File: src/rtl/seg7_reader_pkg.sv
// seg7_reader_pkg: segment bit indices, hex glyph table and reader FSM states
package seg7_reader_pkg;
  localparam int SEG_A = 0;
  localparam int SEG_B = 1;
  localparam int SEG_C = 2;
  localparam int SEG_D = 3;
  localparam int SEG_E = 4;
  localparam int SEG_F = 5;
  localparam int SEG_G = 6;
  localparam logic [6:0] SEG_BLANK = 7'h00;
  localparam logic [6:0] SEG_0 = 7'h3F;
  localparam logic [6:0] SEG_1 = 7'h06;
  localparam logic [6:0] SEG_2 = 7'h5B;
  localparam logic [6:0] SEG_3 = 7'h4F;
  localparam logic [6:0] SEG_4 = 7'h66;
  localparam logic [6:0] SEG_5 = 7'h6D;
  localparam logic [6:0] SEG_6 = 7'h7D;
  localparam logic [6:0] SEG_7 = 7'h07;
  localparam logic [6:0] SEG_8 = 7'h7F;
  localparam logic [6:0] SEG_9 = 7'h6F;
  localparam logic [6:0] SEG_HA = 7'h77;
  localparam logic [6:0] SEG_HB = 7'h7C;
  localparam logic [6:0] SEG_HC = 7'h39;
  localparam logic [6:0] SEG_HD = 7'h5E;
  localparam logic [6:0] SEG_HE = 7'h79;
  localparam logic [6:0] SEG_HF = 7'h71;
  localparam logic [6:0] GLYPHS [16] = '{SEG_0, SEG_1, SEG_2, SEG_3, SEG_4, SEG_5, SEG_6, SEG_7,
                                         SEG_8, SEG_9, SEG_HA, SEG_HB, SEG_HC, SEG_HD, SEG_HE, SEG_HF};
  typedef enum logic {S_EMPTY, S_TRACK} state_t;
endpackage

File: src/rtl/seg7_decode.sv
// seg7_decode: maps a segment pattern back to its hex digit; hit_o low for non-glyphs
module seg7_decode
  import seg7_reader_pkg::*;
(
  input  logic [6:0] seg_i,
  output logic       hit_o,
  output logic [3:0] value_o
);
  always_comb begin
    hit_o = 1'b0;
    value_o = 4'd0;
    for (int i = 0; i < 16; i++)
      if (seg_i == GLYPHS[i]) begin
        hit_o = 1'b1;
        value_o = 4'(i);
      end
  end
endmodule

File: src/rtl/seg7_reader.sv
// seg7_reader: debounces a looped-back 7-segment pattern, decodes it and
// checks that successive digits step by +1 mod 16
module seg7_reader
  import seg7_reader_pkg::*;
#(
  parameter int STABLE_CYCLES = 4,
  parameter int STEP_W = 8
) (
  input  logic              clk,
  input  logic              rst_n,
  input  logic [6:0]        seg_in,
  output logic [3:0]        digit,
  output logic              digit_valid,
  output logic              blank,
  output logic              bad_pattern,
  output logic              skip_err,
  output logic [STEP_W-1:0] step_count
);
  localparam logic [7:0] STAB_MAX = 8'(STABLE_CYCLES);
  localparam logic [7:0] STAB_ACC = 8'(STABLE_CYCLES - 1);
  logic [6:0] sync_q, seg_s_q, seg_p_q, last_q, last_d;
  logic [7:0] stab_q, stab_d;
  logic [3:0] digit_q, digit_d, dec_value;
  logic valid_q, valid_d, blank_q, blank_d, bad_q, bad_d, skip_q, skip_d;
  logic [STEP_W-1:0] step_q, step_d;
  state_t state_q, state_d;
  logic same, accept, dec_hit;
  seg7_decode u_decode (.seg_i(seg_s_q), .hit_o(dec_hit), .value_o(dec_value));
  assign same = seg_s_q == seg_p_q;
  // Saturation makes the accept compare true for exactly one cycle per stable run
  assign stab_d = !same ? 8'd0 : (stab_q == STAB_MAX ? stab_q : stab_q + 8'd1);
  assign accept = same && stab_q == STAB_ACC && seg_s_q != last_q;
  always_comb begin
    last_d = last_q;
    digit_d = digit_q;
    blank_d = blank_q;
    step_d = step_q;
    state_d = state_q;
    valid_d = 1'b0;
    bad_d = 1'b0;
    skip_d = 1'b0;
    if (accept) begin
      last_d = seg_s_q;
      if (dec_hit) begin
        digit_d = dec_value;
        valid_d = 1'b1;
        blank_d = 1'b0;
        state_d = S_TRACK;
        if (state_q == S_TRACK) begin
          step_d = dec_value == digit_q + 4'd1 ? step_q + 1'b1 : step_q;
          skip_d = dec_value != digit_q + 4'd1;
        end
      end else begin
        blank_d = seg_s_q == SEG_BLANK ? 1'b1 : blank_q;
        bad_d = seg_s_q != SEG_BLANK;
        state_d = S_EMPTY;
      end
    end
  end
  always_ff @(posedge clk or negedge rst_n)
    if (!rst_n) begin
      sync_q <= SEG_BLANK;
      seg_s_q <= SEG_BLANK;
      seg_p_q <= SEG_BLANK;
      last_q <= SEG_BLANK;
      stab_q <= 8'd0;
      digit_q <= 4'd0;
      valid_q <= 1'b0;
      blank_q <= 1'b1;
      bad_q <= 1'b0;
      skip_q <= 1'b0;
      step_q <= '0;
      state_q <= S_EMPTY;
    end else begin
      sync_q <= seg_in;
      seg_s_q <= sync_q;
      seg_p_q <= seg_s_q;
      last_q <= last_d;
      stab_q <= stab_d;
      digit_q <= digit_d;
      valid_q <= valid_d;
      blank_q <= blank_d;
      bad_q <= bad_d;
      skip_q <= skip_d;
      step_q <= step_d;
      state_q <= state_d;
    end
  assign digit = digit_q;
  assign digit_valid = valid_q;
  assign blank = blank_q;
  assign bad_pattern = bad_q;
  assign skip_err = skip_q;
  assign step_count = step_q;
endmodule

File: config.mk
export PLATFORM = sky130hd
export DESIGN_NAME = seg7_reader
export DESIGN_NICKNAME = d
export VERILOG_FILES = /design/src/rtl/seg7_reader_pkg.sv /design/src/rtl/seg7_decode.sv /design/src/rtl/seg7_reader.sv
export SDC_FILE = /design/constraint.sdc
export NUM_CORES = 1
export LEC_CHECK = 0
export CAP_MARGIN = 10
export CORE_MARGIN = 4
export CORE_UTILIZATION = 57
export DETAILED_ROUTE_END_ITERATION = 7
export GPL_TIMING_DRIVEN = 0
export PLACE_DENSITY = 0.83
export SYNTH_ARGS = -nofsm -noshare
export SYNTH_HDL_FRONTEND = slang
export SYNTH_SLANG_ARGS = --single-unit
File: constraint.sdc
create_clock -name clk -period 2.8 [get_ports clk]
set_input_delay 0.56 -clock clk [delete_from_list [all_inputs] [get_ports clk]]
set_output_delay 0.56 -clock clk [all_outputs]
set_load 0.01 [all_outputs]
## After elaboration in Yosys (flattened, before gate mapping)

Index checks and enable logic that the tools add are counted.
W data, S select, Z words.

| operators by class | value |
|---|---|
| muxes and demuxes | 42 |
| eq/ne operators | 23 |
| reductions and logical operators | 8 |
| add/sub/neg operators | 3 |

Operators by type and width:

| operator | count |
|---|---|
| $eq A7 B7 Y1 const B | 12 |
| $mux W4 | 8 |
| $mux W1 | 26 |
| $add A8 B1 Y8 const B | 2 |
| $mux W8 | 2 |
| $eq A7 B3 Y1 const B | 2 |
| $eq A7 B6 Y1 const B | 2 |
| $mux W3 | 4 |
| $eq A8 B2 Y1 const B | 1 |
| $eq A8 B3 Y1 const B | 1 |
| $eq A7 B7 Y1 | 1 |
| $logic_not A7 Y1 | 1 |
| $ne A7 B7 Y1 | 1 |
| $reduce_bool A7 Y1 | 1 |
| $add A4 B1 Y4 const B | 1 |
| $eq A4 B4 Y1 | 1 |
| $mux W2 | 2 |
| $ne A4 B4 Y1 | 1 |
| $reduce_and A2 Y1 | 2 |
| $reduce_and A4 Y1 | 1 |
| $logic_and A1 B1 Y1 | 2 |
| $ne A2 B2 Y1 const B | 1 |
| $reduce_bool A2 Y1 | 1 |

| storage, ports and cells | value |
|---|---|
| register bits after elaboration | 53 |
| word-level logic and storage cells | 88 |
| output and inout bits | 16 |

## Logic depth before layout (Yosys ltp)

| depth | value |
|---|---|
| depth after elaboration | 20 |
| depth in mapped cells | 10 |
| mapped depth without buffers | 7 |

## By module

From an unflattened synthesis, not the netlist that was laid out.

| second synthesis, totals | value |
|---|---|
| cell total of the unflattened synthesis | 232 |
| area total of the unflattened synthesis | 2,710.1 µm² |

Modules (own cells, without submodules):

| module | cells each | area each (µm²) | seq. area each (µm²) | instances |
|---|---|---|---|---|
| seg7_reader | 170 | 2,297.2 | 1,327.5 | 1 |
| seg7_decode | 62 | 412.9 | 0.0 | 1 |

## Least setup slack after synthesis

Ideal clock, no wire load.

| timing | value |
|---|---|
| path kind | flip-flop to flip-flop |
| start point | register seg_s_q[3] |
| end point | register step_q[1] (netlist: step_count[1]) |
| data arrival time | 2.265 ns |
| setup time | 0.128 ns |
| buffers on the path | 1 |
| cell stages (with the launch flop) | 9 |
| period minus slack after synthesis | 2.393 ns |
| required time | 2.672 ns |
| path slack | 0.407 ns |
| cells stage by stage | dfrtp_1 -> buf_2 -> and4b_1 -> and3_4 -> nor3_4 -> xor3_1 -> a2bb2oi_4 -> nor3_2 -> mux2_1 |

| on the way | value |
|---|---|
| word-level cells in the longest chain between the ends | 18 |
| elaborated cells on any way between the ends | 53 |
| classes of those cells | 19 x eq/ne; 31 x mux; 3 x reduce/logical |

Ends and longest elaborated chain:

| item | line | source |
|---|---|---|
| start, declared | seg7_reader.sv:21 | `logic [6:0] sync_q, seg_s_q, seg_p_q, last_q, last_d;` |
| start signal, assigned | seg7_reader.sv:76 | `seg_s_q <= sync_q;` |
| $eq A7 B3 Y1 / $eq A7 B6 Y1 (equally long branches) | seg7_decode.sv:13 | `if (seg_i == GLYPHS[i]) begin` |
| $mux W1 | seg7_decode.sv:13 |  |
| $mux W2 / $mux W1 (equally long branches) (2 in a row) | seg7_decode.sv:13 |  |
| $mux W3 / $mux W1 (equally long branches) (4 in a row) | seg7_decode.sv:13 |  |
| $mux W4 / $mux W1 (equally long branches) (8 in a row) | seg7_decode.sv:13 |  |
| $eq A4 B4 Y1 / $mux W1 (equally long branches) | seg7_reader.sv:50, seg7_decode.sv:13 |  |
| $reduce_and A4 Y1 (no line) * | n/a |  |
| end signal, assigned | seg7_reader.sv:85 | `step_q <= step_d;` |
| end, declared | seg7_reader.sv:25 | `logic [STEP_W-1:0] step_q, step_d;` |

Every way passes the cells marked *; elsewhere a longest branch is shown, timed or not.
A chain may end at the register's enable or synchronous reset.

## Worst setup path in the final report

| timing | value |
|---|---|
| start point | register seg_s_q[0] |
| end point | register step_q[1] (netlist: step_count[1]) |

Same word-level chain as after synthesis.

==> flow_summary.html <==
<table>
<tr><th>Metric</th><th>Value</th></tr>
<tr><th colspan="2">Synthesis</th></tr>
<tr><td>Net count after synthesis</td><td>243</td></tr>
<tr><td>Synth Area per Inst</td><td>11.7 um2</td></tr>
<tr><td>Async set or reset register ratio after synthesis</td><td>1.00</td></tr>
<tr><td>Number of flops mapped to enable cells by yosys</td><td>0</td></tr>
<tr><td>Top post-synthesis cells by count</td><td>sky130_fd_sc_hd__dfrtp_1, sky130_fd_sc_hd__xor2_1, sky130_fd_sc_hd__nor2_1</td></tr>
<tr><td>Yosys synthesis warning count</td><td>0</td></tr>
<tr><td>Area share of the leading cell type in the synthesized netlist</td><td>0.482</td></tr>
<tr><td>Leading register cell type out of synthesis</td><td>sky130_fd_sc_hd__dfrtp_1</td></tr>
<tr><td>Cell types occupying the most area after synthesis</td><td>sky130_fd_sc_hd__dfrtp_1, sky130_fd_sc_hd__xor2_1, sky130_fd_sc_hd__xnor2_1</td></tr>
<tr><td>Cell accounting for the most synthesized area</td><td>sky130_fd_sc_hd__dfrtp_1</td></tr>
<tr><td>Combined area of all synthesized cells</td><td>2700 um2</td></tr>
<tr><td>Yosys reg bits</td><td>53</td></tr>
<tr><td>Count of cell types in the netlist</td><td>60</td></tr>
<tr><td>Fraction of the yosys area taken by sequential cells</td><td>0.492</td></tr>
<tr><td>Library cell with the highest instance count after synthesis</td><td>sky130_fd_sc_hd__dfrtp_1</td></tr>
<tr><td>Cells after Synth</td><td>230</td></tr>
<tr><th colspan="2">Flow run</th></tr>
<tr><td>Max capacitance violation total</td><td>0</td></tr>
<tr><th colspan="2">GRT</th></tr>
<tr><td>Total grt overflow</td><td>0</td></tr>
<tr><td>Via count of the first global-routing pass</td><td>1818</td></tr>
<tr><td>Largest net degree at the start of global routing</td><td>30</td></tr>
<tr><td>Antenna violations before repair</td><td>0</td></tr>
<tr><td>First-pass GRT wire length</td><td>8620 um</td></tr>
<tr><td>Total global routing track utilization</td><td>0.178</td></tr>
<tr><th colspan="2">Floorplan</th></tr>
<tr><td>Starting utilization of the core area</td><td>0.603</td></tr>
<tr><td>Horizontal die dimension</td><td>76.8 um</td></tr>
<tr><td>Die area</td><td>5900 um2</td></tr>
<tr><td>Die extent in y</td><td>76.8 um</td></tr>
<tr><td>Number of placed I/O pins</td><td>25</td></tr>
<tr><td>Num rows</td><td>24</td></tr>
<tr><td>Core Region</td><td>4470 um2</td></tr>
<tr><th colspan="2">Drt</th></tr>
<tr><td>Antenna violation net count after detailed routing</td><td>0</td></tr>
<tr><td>TritonRoute pass-1 iters</td><td>4</td></tr>
<tr><td>Total number of vias</td><td>1819</td></tr>
<tr><td>Vias per cell</td><td>5.74</td></tr>
<tr><td>Post-detailed-route wirelength per cell</td><td>15.0 um</td></tr>
<tr><td>Routed wire length</td><td>4760 um</td></tr>
<tr><td>Drt drc</td><td>0</td></tr>
<tr><td>First DRT Iteration DRCs</td><td>186</td></tr>
<tr><th colspan="2">Clock tree</th></tr>
<tr><td>TritonCTS clock tree</td><td>built</td></tr>
<tr><td>CTS resizes</td><td>0</td></tr>
<tr><td>CTS sink cnt</td><td>53</td></tr>
<tr><td>Clock root buffer master</td><td>sky130_fd_sc_hd__clkbuf_8</td></tr>
<tr><td>Clock-pin slew of the registers on the worst-case setup and hold paths</td><td>0.10 ns</td></tr>
<tr><td>Cts hold-fix bufs</td><td>0</td></tr>
<tr><td>Buffers from clock root to sink, at most</td><td>2</td></tr>
<tr><td>CTS HTree Levels</td><td>2</td></tr>
<tr><td>Clock Latency Late Sink</td><td>0.31 ns</td></tr>
<tr><td>TritonCTS buffer count</td><td>5</td></tr>
<tr><th colspan="2">Critical path</th></tr>
<tr><td>CP Class</td><td>flip-flop to flip-flop</td></tr>
<tr><td>Endpoint of the most critical register-to-register path</td><td>step_count[1]</td></tr>
<tr><td>Most numerous cell on the critical path</td><td>sky130_fd_sc_hd__buf_2</td></tr>
<tr><td>Combined buffer and inverter count along the critical path</td><td>2</td></tr>
<tr><td>Startpoint of the most critical register-to-register path</td><td>seg_s_q[0]</td></tr>
<tr><td>Critical path data required time</td><td>3.00 ns</td></tr>
<tr><td>Startpoint type of the worst setup path</td><td>flip-flop</td></tr>
<tr><td>Max incr delay on CP</td><td>0.38 ns</td></tr>
<tr><td>Crit Path Max Fanout</td><td>10</td></tr>
<tr><td>Cell at the slowest stage of the critical path</td><td>sky130_fd_sc_hd__dfrtp_1</td></tr>
<tr><td>Cell depth of the worst setup path</td><td>9</td></tr>
<tr><td>Worst path top cell family by delay</td><td>simple AND/OR/NAND/NOR gates</td></tr>
<tr><td>Crit. End Element</td><td>flip-flop</td></tr>
<tr><td>Setup slack of the most critical reg-to-reg path</td><td>0.18 ns</td></tr>
<tr><td>Critical path, cell by cell</td><td>buf_2, buf_2, nand3b_1, a21boi_0, a211oi_1, xor2_1, nand3b_4, nor3_2, mux2_1</td></tr>
<tr><td>Data arrival time of the worst path</td><td>2.82 ns</td></tr>
<tr><td>Number of cells on the worst reg-to-reg path</td><td>9</td></tr>
<tr><th colspan="2">Timing</th></tr>
<tr><td>Slew at the pin closest to its max-slew limit</td><td>0.597 ns</td></tr>
<tr><td>Hold violation count in the final report</td><td>0</td></tr>
<tr><td>Final setup viols</td><td>0</td></tr>
<tr><td>Tmin final</td><td>2.62 ns</td></tr>
<tr><td>Maximum clock skew at final layout</td><td>0.00856 ns</td></tr>
<tr><td>Max Fclk</td><td>382 MHz</td></tr>
<tr><td>Fin crit share</td><td>0.936</td></tr>
<tr><td>Final slew viol count</td><td>0</td></tr>
<tr><td>Rel. slew slack</td><td>0.602</td></tr>
<tr><td>Worst slack on hold paths</td><td>0.238 ns</td></tr>
<tr><td>Setup repair after global routing missed its margin</td><td>no</td></tr>
<tr><th colspan="2">Worst hold path</th></tr>
<tr><td>Worst min-delay path class</td><td>primary input to async pin</td></tr>
<tr><th colspan="2">Cells and area</th></tr>
<tr><td>Seq. cell area</td><td>1330 um2</td></tr>
<tr><td>Number of fillers in the final layout</td><td>319</td></tr>
<tr><td>Layout overhead on the synthesized area</td><td>16.7%</td></tr>
<tr><td>Area occupied by multi-input gates</td><td>1270 um2</td></tr>
<tr><td>Share of layout cells above drive strength 1</td><td>0.208</td></tr>
<tr><td>Final net count</td><td>277</td></tr>
<tr><td>Final non-filler cell total</td><td>317</td></tr>
<tr><td>Count of antenna diodes in the layout</td><td>0</td></tr>
<tr><th colspan="2">Placed design</th></tr>
<tr><td>Routability congestion estimate</td><td>0.859</td></tr>
<tr><td>Number of cells after detailed placement</td><td>307</td></tr>
<tr><td>Count of input and output buffers</td><td>24</td></tr>
<tr><td>Detail Placement HPWL</td><td>3440 um</td></tr>
<tr><th colspan="2">Outcome</th></tr>
<tr><td>Outcome</td><td>complete, no violations</td></tr>
<tr><th colspan="2">Pwr</th></tr>
<tr><td>Static Leak</td><td>1.41 nW</td></tr>
<tr><td>Largest voltage drop on the vdd net</td><td>0.389 mV</td></tr>
<tr><td>PwrDens</td><td>458 nW/um2</td></tr>
</table>
kinds of logic after synthesis:
logic type      synth area share
compound gates            0.0807
xor+xnor                   0.106
fa+ha+maj                 0.0185
buf+inv                   0.0371
flops                      0.492
mux                       0.0334
simple gates               0.232
flip-flops by register name, summed over array words and instances, names as in the netlist, 4 cells and up:
signal	cells
step_count	8
sync_q	7
last_q	7
stab_q	8
seg_p_q	7
digit	4
seg_s_q	7
cells in the final DEF (no fill, tap or decap), drive strengths merged, types with 12 or more instances in the layout:
cell type | synthesis | layout
dfrtp | 52 | 52
xnor2 | 12 | 12
nand2 | 14 | 14
buf | 12 | 16
nor2 | 18 | 18
clkdlybuf4s50 | 0 | 23
nand3 | 12 | 12
xor2 | 18 | 18
worst register-to-register path, cell delays in order (launching register included):
cell and delay [ns]:
sky130_fd_sc_hd__dfrtp_1 0.38, sky130_fd_sc_hd__buf_2 0.18, sky130_fd_sc_hd__buf_2 0.20, sky130_fd_sc_hd__nand3b_1 0.19
sky130_fd_sc_hd__a21boi_0 0.16, sky130_fd_sc_hd__a211oi_1 0.35, sky130_fd_sc_hd__xor2_1 0.28, sky130_fd_sc_hd__nand3b_4 0.18
sky130_fd_sc_hd__nor3_2 0.26, sky130_fd_sc_hd__mux2_1 0.34
worst max path at each step:
stage                          to  startpoint  slack (ns)
floorplan           step_count[1]  seg_s_q[3]        0.41
global placement        stab_q[3]       rst_n       -0.32
detailed placement  step_count[1]  seg_s_q[5]        0.12
CTS                 step_count[1]  seg_s_q[5]        0.07
global route        step_count[1]  seg_s_q[0]        0.03
finish              step_count[1]  seg_s_q[0]        0.18
per-stage QoR:
stage	utilization	TNS [ns]	total power (W)	cell area (um2)	setup WS, ns
final	0.704	0	0.00144	3150	0.180
after global routing	0.704	0	0.00151	3150	0.0341
after CTS	0.701	0	0.00146	3140	0.0692
after detailed placement	0.675	0	0.000918	3020	0.115
after global placement	0.671	-16.57	0.000913	3000	-0.321
after floorplan	-	0	0.000873	2700	0.407
area by class of cell:
type	instances	share of cell area
Multi-Input combinational cell	159	0.403
Inverter	6	0.00715
Clock inverter	3	0.0151
Clock buffer	5	0.0218
Sequential cell	53	0.421
Buffer	12	0.0246
Tap cell	52	0.0207
Timing Repair Buffer	27	0.0858
power breakdown:
part / switching (W) / leakage [nW] / internal [W]
clock: 0.000266 / 0.0591 / 0.000273
combinational: 0.0000675 / 0.658 / 0.0000471
sequential: 0.00000823 / 0.688 / 0.000780
total: 0.000342 / 1.41 / 0.00110
what timing repair did:
| item | CTS | global route |
|---|---|---|
| endpoints found under the setup margin | 0 | 1 |
| setup buffers | 0 | 2 |
| endpoints found under the hold margin | 0 | 0 |
layer usage:
layer | track usage | up-vias | part of all wire
li1 | - | 878 | -
met1 | 0.244 | 880 | 0.46
met2 | 0.288 | 55 | 0.48
met3 | 0.0328 | 6 | 0.041
met4 | 0.0543 | 0 | 0.011
met5 | 0 | - | 0
No activity file was read; power rests on OpenSTA's default activity.
